### src/rtl/dma_stream_writer.sv
// Stream-to-RAM DMA writer for the raw port of the dual-port DMA block RAM.
// Optional read-modify-write accumulate mode: define DMA_STREAM_WRITER_ACCUM_EN.
module dma_stream_writer #(
  parameter int ADDR_WIDTH = 9
) (
  input  logic                  clk,
  input  logic                  rst,
  input  logic [31:0]           s_data_i,
  input  logic                  s_valid_i,
  output logic                  s_ready_o,
  input  logic [ADDR_WIDTH-1:0] cfg_base_i,
  input  logic [ADDR_WIDTH:0]   cfg_len_i,
  input  logic                  cfg_circular_i,
  input  logic [ADDR_WIDTH:0]   cfg_thresh_i,
  input  logic                  cfg_accum_i,
  input  logic                  cfg_start_i,
  input  logic                  cfg_stop_i,
  input  logic                  irq_ack_i,
  output logic                  busy_o,
  output logic                  done_o,
  output logic                  irq_o,
  output logic                  wrapped_o,
  output logic [ADDR_WIDTH:0]   count_o,
  output logic [ADDR_WIDTH-1:0] rawp_adr_o,
  output logic [31:0]           rawp_dat_o,
  input  logic [31:0]           rawp_dat_i,
  output logic                  rawp_we_o,
  input  logic                  rawp_stall_i
);

  localparam logic [1:0] S_IDLE   = 2'd0;
  localparam logic [1:0] S_RUN    = 2'd1;
`ifdef DMA_STREAM_WRITER_ACCUM_EN
  localparam logic [1:0] S_ACC_WR = 2'd2;
`endif
  localparam logic [1:0] S_DONE   = 2'd3;

  logic [1:0]            r_state;
  logic [ADDR_WIDTH-1:0] r_base;
  logic [ADDR_WIDTH:0]   r_len;
  logic                  r_circ;
  logic [ADDR_WIDTH:0]   r_thresh;
  logic [ADDR_WIDTH-1:0] r_off;
  logic [ADDR_WIDTH:0]   r_count;
  logic                  r_wrapped;
  logic                  r_irq;
  logic [ADDR_WIDTH-1:0] r_adr;
  logic [31:0]           r_dat;
  logic                  r_we;

  logic                  w_xfer;
  logic                  w_last;
  logic                  w_cnt_inc;
  logic [ADDR_WIDTH:0]   w_cnt_nx;
  logic                  w_commit;

`ifdef DMA_STREAM_WRITER_ACCUM_EN
  logic        r_accum;
  logic [31:0] r_hold;
  logic        r_acc_sum;
  logic        r_stop_pend;

  // A word is committed when written: on the RUN transfer for plain writes,
  // in ACC_WR for read-modify-write.
  assign w_commit   = (w_xfer && !r_accum) || (r_state == S_ACC_WR);
  // RAM read data only arrives in the write cycle, so the sum is formed there.
  assign rawp_dat_o = r_acc_sum ? (rawp_dat_i + r_hold) : r_dat;
`else
  logic w_unused;

  assign w_unused   = ^{cfg_accum_i, rawp_dat_i};
  assign w_commit   = w_xfer;
  assign rawp_dat_o = r_dat;
`endif

  assign s_ready_o  = (r_state == S_RUN) && !rawp_stall_i;
  assign w_xfer     = s_valid_i && s_ready_o;
  assign w_last     = ({1'b0, r_off} == (r_len - 1'b1));
  assign w_cnt_inc  = (r_count != r_len);
  assign w_cnt_nx   = r_count + 1'b1;

  assign busy_o     = (r_state == S_RUN)
`ifdef DMA_STREAM_WRITER_ACCUM_EN
                      || (r_state == S_ACC_WR)
`endif
                      ;
  assign done_o     = (r_state == S_DONE);
  assign irq_o      = r_irq;
  assign wrapped_o  = r_wrapped;
  assign count_o    = r_count;
  assign rawp_adr_o = r_adr;
  assign rawp_we_o  = r_we;

  always_ff @(posedge clk) begin
    if (rst) begin
      r_state   <= S_IDLE;
      r_base    <= '0;
      r_len     <= '0;
      r_circ    <= 1'b0;
      r_thresh  <= '0;
      r_off     <= '0;
      r_count   <= '0;
      r_wrapped <= 1'b0;
      r_irq     <= 1'b0;
      r_adr     <= '0;
      r_dat     <= '0;
      r_we      <= 1'b0;
`ifdef DMA_STREAM_WRITER_ACCUM_EN
      r_accum     <= 1'b0;
      r_hold      <= '0;
      r_acc_sum   <= 1'b0;
      r_stop_pend <= 1'b0;
`endif
    end else begin
      // NOTE: non-blocking throughout, so later assignments in this block
      // (state branches, commit, irq set) override the defaults below.
      r_we <= 1'b0;
`ifdef DMA_STREAM_WRITER_ACCUM_EN
      r_acc_sum <= 1'b0;
`endif
      if (irq_ack_i) r_irq <= 1'b0;

      case (r_state)
        S_IDLE: begin
          if (cfg_start_i) begin
            if (cfg_len_i == '0) begin
              r_state <= S_DONE;
            end else begin
              r_base    <= cfg_base_i;
              r_len     <= cfg_len_i;
              r_circ    <= cfg_circular_i;
              r_thresh  <= cfg_thresh_i;
              r_off     <= '0;
              r_count   <= '0;
              r_wrapped <= 1'b0;
              r_irq     <= 1'b0;
`ifdef DMA_STREAM_WRITER_ACCUM_EN
              r_accum   <= cfg_accum_i;
`endif
              r_state   <= S_RUN;
            end
          end
        end
        S_RUN: begin
          if (w_xfer) begin
            r_adr <= r_base + r_off;
            r_dat <= s_data_i;
`ifdef DMA_STREAM_WRITER_ACCUM_EN
            if (r_accum) begin
              r_hold      <= s_data_i;
              r_stop_pend <= cfg_stop_i;
            end else begin
              r_we <= 1'b1;
            end
`else
            r_we <= 1'b1;
`endif
          end
`ifdef DMA_STREAM_WRITER_ACCUM_EN
          if (w_xfer && r_accum) r_state <= S_ACC_WR;
          else
`endif
          if (cfg_stop_i || (w_xfer && w_last && !r_circ)) r_state <= S_DONE;
        end
`ifdef DMA_STREAM_WRITER_ACCUM_EN
        S_ACC_WR: begin
          r_we      <= 1'b1;
          r_acc_sum <= 1'b1;
          if (r_stop_pend || cfg_stop_i || (w_last && !r_circ)) r_state <= S_DONE;
          else r_state <= S_RUN;
        end
`endif
        S_DONE:  r_state <= S_IDLE;
        default: r_state <= S_IDLE;
      endcase

      if (w_commit) begin
        // Only a real increment can make count reach thresh, so a saturated
        // count never re-raises an acknowledged interrupt.
        if (w_cnt_inc) begin
          r_count <= w_cnt_nx;
          if (w_cnt_nx == r_thresh) r_irq <= 1'b1;
        end
        if (w_last) begin
          r_off <= '0;
          if (r_circ) r_wrapped <= 1'b1;
        end else begin
          r_off <= r_off + 1'b1;
        end
      end
    end
  end

endmodule

### config.mk
export PLATFORM = sky130hd
export DESIGN_NAME = dma_stream_writer
export DESIGN_NICKNAME = d
export VERILOG_FILES = /design/src/rtl/dma_stream_writer.sv
export SDC_FILE = /design/constraint.sdc
export NUM_CORES = 1
export LEC_CHECK = 0
export CAP_MARGIN = 25
export CORE_MARGIN = 1.5
export CORE_UTILIZATION = 46
export DETAILED_ROUTE_END_ITERATION = 16
export GPL_TIMING_DRIVEN = 1
export PLACE_DENSITY = 0.81
export SYNTH_ARGS = -nofsm -noshare
export SYNTH_HDL_FRONTEND = slang
export SYNTH_SLANG_ARGS = --single-unit
### constraint.sdc
create_clock -name clk -period 3.7 [get_ports clk]
set_input_delay 0.74 -clock clk [delete_from_list [all_inputs] [get_ports clk]]
set_output_delay 0.74 -clock clk [all_outputs]
set_load 0.02 [all_outputs]
# Word level (Yosys, flattened, before mapping)
# Index checks and enable logic that the tools add are counted.
# op_classes
add_sub_neg,4
eq_ne,8
n_mux,28
bitwise_logic,2
n_reduce_logical,16
# op_table
op,n
two-way mux 10 bit,5
two-way mux 9 bit,5
two-way mux 1 bit,14
"adder 10 x 1 -> 10 bit, second input constant",1
equality test 10 bit,1
equality test 9 x 10 -> 1 bit,1
logical NOT 10 bit,1
!= test 10 bit,1
"subtractor 10 x 1 -> 10 bit, second input constant",1
"adder 9 x 1 -> 9 bit, second input constant",1
adder 9 bit,1
two-way mux 2 bit,3
AND reduction 3 bit,2
logical AND 1 bit,4
"!= test 2 bit, second input constant",2
case mux 2 bit (2 select lines),1
AND reduction 2 bit,2
nonzero test 2 bit,2
"equality test 2 x 1 -> 1 bit, second input constant",1
"equality test 2 bit, second input constant",1
logical NOT 1 bit,2
logical NOT 2 bit,1
"!= test 2 x 1 -> 1 bit, second input constant",1
inverter 1 bit,2
other kinds (2),2
# word_totals
regBits,95
elab_cells,70

# Depth between registers and ports, before layout
# Gate-level depths: netlist of run 1.
# depth
depth_word,8
ltp_mapped,11
depth_no_buf,10

# Least setup slack after synthesis of run 1
# OpenSTA, ideal clock, no wires.
# synth_timing
path_kind,input to register
startpoint,in rawp_stall_i
endpoint,"reg r_count[7], in the netlist count_o[7]"
setup_ns,0.070
arrival_time_ns,2.772
t_required_ns,3.630
setup_slack_ns,0.858
path_stages,7
path_cell_list,nor3b_1 > and2_1 > clkbuf_1 > o31ai_1 > clkbuf_1 > or4_1 > a21oi_1
# synth_via
elab_chain_cells,4
# synth_rtl
item,line,text
start: declaration,28,input logic rawp_stall_i
logical NOT 1 bit,76,assign s_ready_o = (r_state == S_RUN) && !rawp_stall_i;
logical AND 1 bit,76,
logical AND 1 bit,77,assign w_xfer = s_valid_i && s_ready_o;
two-way mux 10 bit,177,if (w_commit) begin
end signal: assignment,181,r_count <= w_cnt_nx;
end: declaration,44,logic [ADDR_WIDTH:0] r_count;
# No other way between the ends.
# A chain may end at the register's enable or synchronous reset.

# Worst setup path in the final report of run 1
# layout_timing
startpoint,reg r_len[0]
endpoint,reg r_off[4]
# layout_via
elab_chain_cells,4
# layout_rtl
item,line,text
start: declaration,40,logic [ADDR_WIDTH:0] r_len;
start signal: assignment,130,r_len <= cfg_len_i;
subtractor 10 x 1 -> 10 bit,78,"assign w_last = ({1'b0, r_off} == (r_len - 1'b1));"
equality test 9 x 10 -> 1 bit,78,
two-way mux 9 bit,184,if (w_last) begin
two-way mux 9 bit,177,
end signal: assignment,188,r_off <= r_off + 1'b1;
end: declaration,43,logic [ADDR_WIDTH-1:0] r_off;
# No other way between the ends.

==> results of run 1 <==
## state kept, by name, indices dropped and copies added (netlist names)
signal	count
rawp_we_o	1
r_off	9
r_state	2
r_len	10
rawp_dat_o	32
r_circ	1
wrapped_o	1
irq_o	1
rawp_adr_o	9
r_base	9
count_o	10
r_thresh	10
## through the flow
step | cell area, sq um | cells | hold slack (ps)
floorplan | 4720 | 605 | 441
global placement | 6000 | 823 | 440
detailed placement | 6010 | 824 | 447
CTS | 6210 | 840 | 460
global route | 6210 | 840 | 483
finish | 6210 | 840 | 454
## report_power, final
group	internal (uW)	leakage (uW)	switching (uW)
clock network	325	0.0000969	392
logic	167	0.00132	170
registers	1060	0.000772	34.8
## area by class of cell
cell class / instances / share of cell area (%)
clock buffers: 10 / 2.05
multi-input cells: 450 / 41.7
well taps: 133 / 2.68
clock inverters: 6 / 1.23
inverters: 14 / 0.846
repair buffers: 132 / 20.9
flip-flops and latches: 95 / 30.6
## metal layers
| layer | track usage [%] | vias up | part of all wire, % |
|---|---|---|---|
| li1 | - | 2250 | - |
| met1 | 27.2 | 2147 | 42 |
| met2 | 39.4 | 150 | 50 |
| met3 | 3.63 | 32 | 4.7 |
| met4 | 9.62 | 0 | 2.4 |
| met5 | 0 | - | 0 |
## worst max-delay path, cell delays in order, from the launching register on
cell and delay, ps:
dfxtp_1 420, or4_1 710, or4_4 580, a2111oi_4 400
o211ai_2 200, o21ai_4 280, nor3_1 90, a221o_1 260
## how the worst min path moves through the flow
| stage | from | to | slack (ps) | cells past startpoint |
|---|---|---|---|---|
| 6_report | rawp_adr_o[5]$_SDFFE_PP0P_ | rawp_adr_o[5]$_SDFFE_PP0P_ | 450 | 2 |
| 3_3_place_gp | rawp_adr_o[5]$_SDFFE_PP0P_ | rawp_adr_o[5]$_SDFFE_PP0P_ | 440 | 2 |
| 2_1_floorplan | r_base[0]$_SDFFE_PP0P_ | r_base[0]$_SDFFE_PP0P_ | 440 | 2 |
| 3_5_place_dp | rawp_dat_o[6]$_SDFFE_PP0P_ | rawp_dat_o[6]$_SDFFE_PP0P_ | 450 | 2 |
| 5_1_grt | rawp_dat_o[18]$_SDFFE_PP0P_ | rawp_dat_o[18]$_SDFFE_PP0P_ | 480 | 2 |
| 4_1_cts | rawp_dat_o[18]$_SDFFE_PP0P_ | rawp_dat_o[18]$_SDFFE_PP0P_ | 460 | 2 |
## kinds of logic after synthesis
group / count (synthesis) / share of synthesized area [%]
AND/OR/NAND/NOR: 250 / 24.6
flip-flops: 95 / 40.3
XOR/XNOR: 41 / 7.61
buffers and inverters: 60 / 5.01
multiplexers: 1 / 0.212
adder cells (fa/ha/maj): 12 / 3.34
AO/OA/AOI/OAI: 146 / 19.0
## placed cells by master, fill, tap and decap left out, types with 11 or more instances in the layout
master,count
nand3_1,11
clkdlybuf4s50_1,124
nor2_1,25
nand2_1,143
xnor2_1,34
inv_1,14
a21oi_1,85
o21ai_0,19
dfxtp_1,95
ha_1,11
==> results by group, run 1 <==
Synth
  – Instance count of the mapped netlist: 605
  – Syn Area/Cell: a little under 8 sq um
  – Synth top area share: between 40% and 50%
  – Synth cell types: 53
  – Post-synthesis register bit count: 95
  – Post-synth EDFFs: 0
  – Synth warnings: 0
  – Area leader, netlist: dfxtp_1
  – Seq/Total Area, Yosys: between 40% and 50%
  – Largest cells by area after synthesis: dfxtp_1, nand2_1, a21oi_1, xnor2_1, clkbuf_1
  – Most frequent cell after synthesis: nand2_1
  – Ys async rst share: 0%
  – Mapped Area: roughly 0.0047 sq mm
  – Synth Net Count: between 700 and 800
  – Predominant post-synthesis flop cell: dfxtp_1
  – Commonest cells in the netlist: nand2_1, dfxtp_1, a21oi_1

Finish
  – # nets final: between 800 and 900
  – Register area: about 0.0019 sq mm
  – Filler instances: 819
  – Layout cell share with drive strength beyond 1: approximately 5.2%
  – Final core occ: 63.0%
  – P&R area growth vs syn: 31.6%
  – Multi-input gate area: 0.00259 sq mm
  – Antenna fix cells: 0

Routing
  – Via density: ~5.5
  – Drt first pass iters: 5
  – Final WL: ~12000 um
  – DRC Markers: 0
  – Routed Antenna Nets: 0
  – Routed via count: between 4000 and 5000
  – WL per Instance: approximately 15 um
  – Iteration-0 DRC Markers: approximately 230

STA
  – Total negative slack: 0 ps
  – Fin. Hold Viols: 0
  – Slew Viols, Final: 0
  – Layout Skew: between 10 and 15 ps
  – Minimum clock period: 3060 ps
  – Relative slew slack: 47.4%
  – Setup WS post-layout: 642 ps
  – Fmax: 327 MHz
  – Slew @ Worst Pin: slightly below 800 ps
  – # setup viols final: 0
  – RSZ-0062 raised after global routing: no
  – Crit share post-route: between 80% and 90%

Floorplanning
  – Die X: between 100 and 150 um
  – FP Rows: 36
  – Die height: between 100 and 150 um
  – Core footprint: a little under 0.01 sq mm
  – Die area: around 0.011 sq mm
  – IO Count: 159
  – Initial Util: a little under half

Setup path
  – Worst r2r dst: r_off[4]$_SDFFE_PP0P_
  – Crit path required time: a little under 4000 ps
  – R2R cell count: 7
  – Startpoint Class: register
  – Critical Path End Type: register
  – Critical Path AT: about 3300 ps
  – Max FO, Critical Path: 10
  – Slack of the worst reg-to-reg path: 640 ps
  – Reg2reg start: r_len[0]$_SDFFE_PP0P_
  – WS Path Type: reg2reg
  – Worst setup path end: r_off[4]$_SDFFE_PP0P_
  – Crit path from: r_len[0]$_SDFFE_PP0P_

Clocking
  – CTS Sinks: 95
  – Htree depth: 3
  – Hold_buf cts: 0
  – Num CTS Buffers: 9
  – Post-CTS sizing: 0
  – CTS clk-pin slew, worst paths: approximately 90 ps
  – Clock Latency Late Sink: 370 ps
  – CTS max path bufs: 2
  – TritonCTS clock tree: built
  – Root Buffer Master: clkbuf_8
  – Postcts setup bufs: 0

Global routing
  – Largest net degree at the start of global routing: 77
  – Tot GR Track Use: a little under a quarter
  – Grt total ovfl: 0
  – Initial antenna violation count: 0
  – Number of global-route vias before repair: ~4300
  – First-pass GRT wire length: between 20000 and 25000 um

Place
  – Gpl congestion: about 0.92
  – DP HPWL: 8910 um
  – Placement Setup Slack: approximately 650 ps
  – Port buffer count: between 100 and 150

Power and ir drop
  – VDD IR-drop max: about 0.2 mV
  – Tot Pwr: ~2100 uW
  – Cell leakage power: 0.00219 uW
  – Power per cell area: approximately 350 mW/mm^2

Min path
  – Worst hold path type: reg2reg

Run
  – Max Cap Viol: 0

Status
  – Outcome: finished, final reports clean
(Power assumes the default switching activity.)
==> run 2: changes to the inputs <==
==> constraint.sdc (replaced) <==
create_clock -name clk -period 3.1 [get_ports clk]
set_input_delay 0.62 -clock clk [delete_from_list [all_inputs] [get_ports clk]]
set_output_delay 0.62 -clock clk [all_outputs]
set_load 0.02 [all_outputs]
==> results by group, run 2 (same netlist as run 1, synthesis figures left out) <==
Routing
  – WL per Instance: 14.8 um (about the same)
  – Via density: 5.46 (+0.13%)
  – Iteration-0 DRC Markers: 232 (+3.1%)
  – Routed Antenna Nets: 0 (unchanged)
  – Routed via count: 4607 (+0.61%)
  – Final WL: 12500 um (+0.55%)
  – Drt first pass iters: 4 (-1)
  – DRC Markers: 0 (unchanged)

Floorplanning
  – Die area: 0.0109 sq mm (unchanged)
  – Core footprint: 0.00986 sq mm (unchanged)
  – Die height: 104 um (unchanged)
  – FP Rows: 36 (unchanged)
  – Die X: 104 um (unchanged)
  – Initial Util: 47.9% (unchanged)
  – IO Count: 159 (unchanged)

Run
  – Max Cap Viol: 0 (unchanged)

Clocking
  – Num CTS Buffers: 9 (unchanged)
  – Htree depth: 3 (unchanged)
  – CTS max path bufs: 2 (unchanged)
  – Postcts setup bufs: 0 (unchanged)
  – Post-CTS sizing: 0 (unchanged)
  – Clock Latency Late Sink: 370 ps (about the same)
  – TritonCTS clock tree: built
  – CTS clk-pin slew, worst paths: 90 ps (about the same)
  – Hold_buf cts: 0 (unchanged)
  – Root Buffer Master: clkbuf_8
  – CTS Sinks: 95 (unchanged)

STA
  – Layout Skew: 9.89 ps (-2.46 ps)
  – Minimum clock period: 2930 ps (-125 ps)
  – Slew Viols, Final: 0 (unchanged)
  – Worst hold slack: 456 ps (+2.55 ps)
  – Total negative slack: 0 ps (unchanged)
  – # setup viols final: 0 (unchanged)
  – Setup WS post-layout: 168 ps (-475 ps)
  – RSZ-0062 raised after global routing: no
  – Crit share post-route: 94.6% (+12 points)
  – Relative slew slack: 58.9% (+12 points)
  – Slew @ Worst Pin: 612 ps (-177 ps)
  – Fmax: 341 MHz (+4.3%)
  – Fin. Hold Viols: 0 (unchanged)

Setup path
  – CP top delay family: simple AND/OR/NAND/NOR gates
  – Slowest CP cell: or4_1
  – Max stage delay on crit path: 590 ps (-120 ps)
  – Max FO, Critical Path: 10 (unchanged)
  – Crit path buffers/inverters: 0 (unchanged)
  – Critical Path End Type: register
  – Critical Path AT: 3190 ps (-120 ps)
  – Startpoint Class: register
  – WS Path Type: reg2reg
  – Critical-path cell list: or4_1 -> or4_4 -> a2111oi_4 -> o211ai_2 -> o21ai_4 -> nor3_1 -> a221o_1
  – Crit path required time: 3360 ps (-600 ps)

Power and ir drop
  – Power per cell area: 405 mW/mm^2 (+17%)
  – Cell leakage power: 0.00221 uW (+0.86%)
  – VDD IR-drop max: 0.345 mV (+69%)

Finish
  – Layout cell share with drive strength beyond 1: 5.91% (+0.67 points)
  – Most frequent cells in the layout: nand2_1, clkdlybuf4s50_1, dfxtp_1
  – Non-Filler Instances: 844 (+0.48%)
  – P&R area growth vs syn: 32.0%
  – Final core occ: 63.2% (+0.23 points)
  – Most common cell after layout, fill and taps aside: nand2_1
  – Max FFs per register: 32 (unchanged)
  – # nets final: 820 (+0.49%)
  – Antenna fix cells: 0 (unchanged)

Min path
  – Worst hold path type: reg2reg

Status
  – Outcome: finished, final reports clean

Global routing
  – Largest net degree at the start of global routing: 42 (-45%)
  – Number of global-route vias before repair: 4302 (+0.30%)
  – Grt total ovfl: 0 (unchanged)
  – Initial antenna violation count: 0 (unchanged)
  – First-pass GRT wire length: 20500 um (+1.6%)
  – Tot GR Track Use: 23.0% (+0.48 points)

Place
  – Port buffer count: 125 (unchanged)
  – Placement Setup Slack: 218 ps (-437 ps)
  – Placed Cells: 828 (+0.49%)
  – DP HPWL: 9300 um (+4.4%)
  – Gpl congestion: 0.934 (+1.0%)
## run 2: changes by cell type in the layout (fill, tap and decap cells not counted), sizes merged
cell    before  now
buf          8   12
clkinv       0    3
inv         17   15
clkbuf      10    9
## run 2: routing by layer
| metal | track usage (%) | routed length (um) | share of wire, % |
|---|---|---|---|
| met1 | 27.1 | 5230 | 42 |
| met2 | 41.7 | 6320 | 51 |
| met3 | 4.32 | 676 | 5.4 |
| met4 | 7.74 | 276 | 2.2 |
| met5 | 0 | 0 | 0 |
## run 2: path summary, 6_finish.rpt
path,startpoint,to,slack [ps],depth (start not counted)
worst max-delay path,r_len[0]$_SDFFE_PP0P_,r_off[4]$_SDFFE_PP0P_,170,7
worst min-delay path,rawp_dat_o[0]$_SDFFE_PP0P_,rawp_dat_o[0]$_SDFFE_PP0P_,460,2
worst max register to register,r_len[0]$_SDFFE_PP0P_,r_off[4]$_SDFFE_PP0P_,170,7
worst min register to register,rawp_dat_o[0]$_SDFFE_PP0P_,rawp_dat_o[0]$_SDFFE_PP0P_,460,2
## run 2: layout make-up
cell class	count	area, sq um
Clock buffer	9	124
Sequential cell	95	1900
Inverter	14	52.6
Tap cell	133	166
Timing Repair Buffer	136	1330
Multi-Input combinational cell	450	2590
Fill cell	833	3630
Clock inverter	7	72.6
## run 2: worst min-delay path: stages, from the launching register on
cell and delay (ps):
dfxtp_1 320, nand2_1 50, a21oi_1 50
## run 2: through the flow
step,instance area (sq um),total power [uW]
after floorplan,4720,1560
after global placement,6040,1720
after detailed placement,6040,1740
after CTS,6230,2550
after global routing,6230,2630
final,6230,2520
## run 2: power by group
part	leakage [uW]	internal, uW	switching (uW)
clock	0.0000956	374	436
sequential	0.000772	1260	40.7
combinational	0.00134	205	206
total	0.00221	1840	683
==> run 3: changes to the inputs <==
--- a/config.mk
+++ b/config.mk
@@ -11,6 +11,7 @@
 export DETAILED_ROUTE_END_ITERATION = 16
 export GPL_TIMING_DRIVEN = 1
 export PLACE_DENSITY = 0.81
+export SLEW_MARGIN = 20
 export SYNTH_ARGS = -nofsm -noshare
 export SYNTH_HDL_FRONTEND = slang
 export SYNTH_SLANG_ARGS = --single-unit
==> results of run 3 <==
The final DEF is identical to that of run 2; final timing and power are the same.
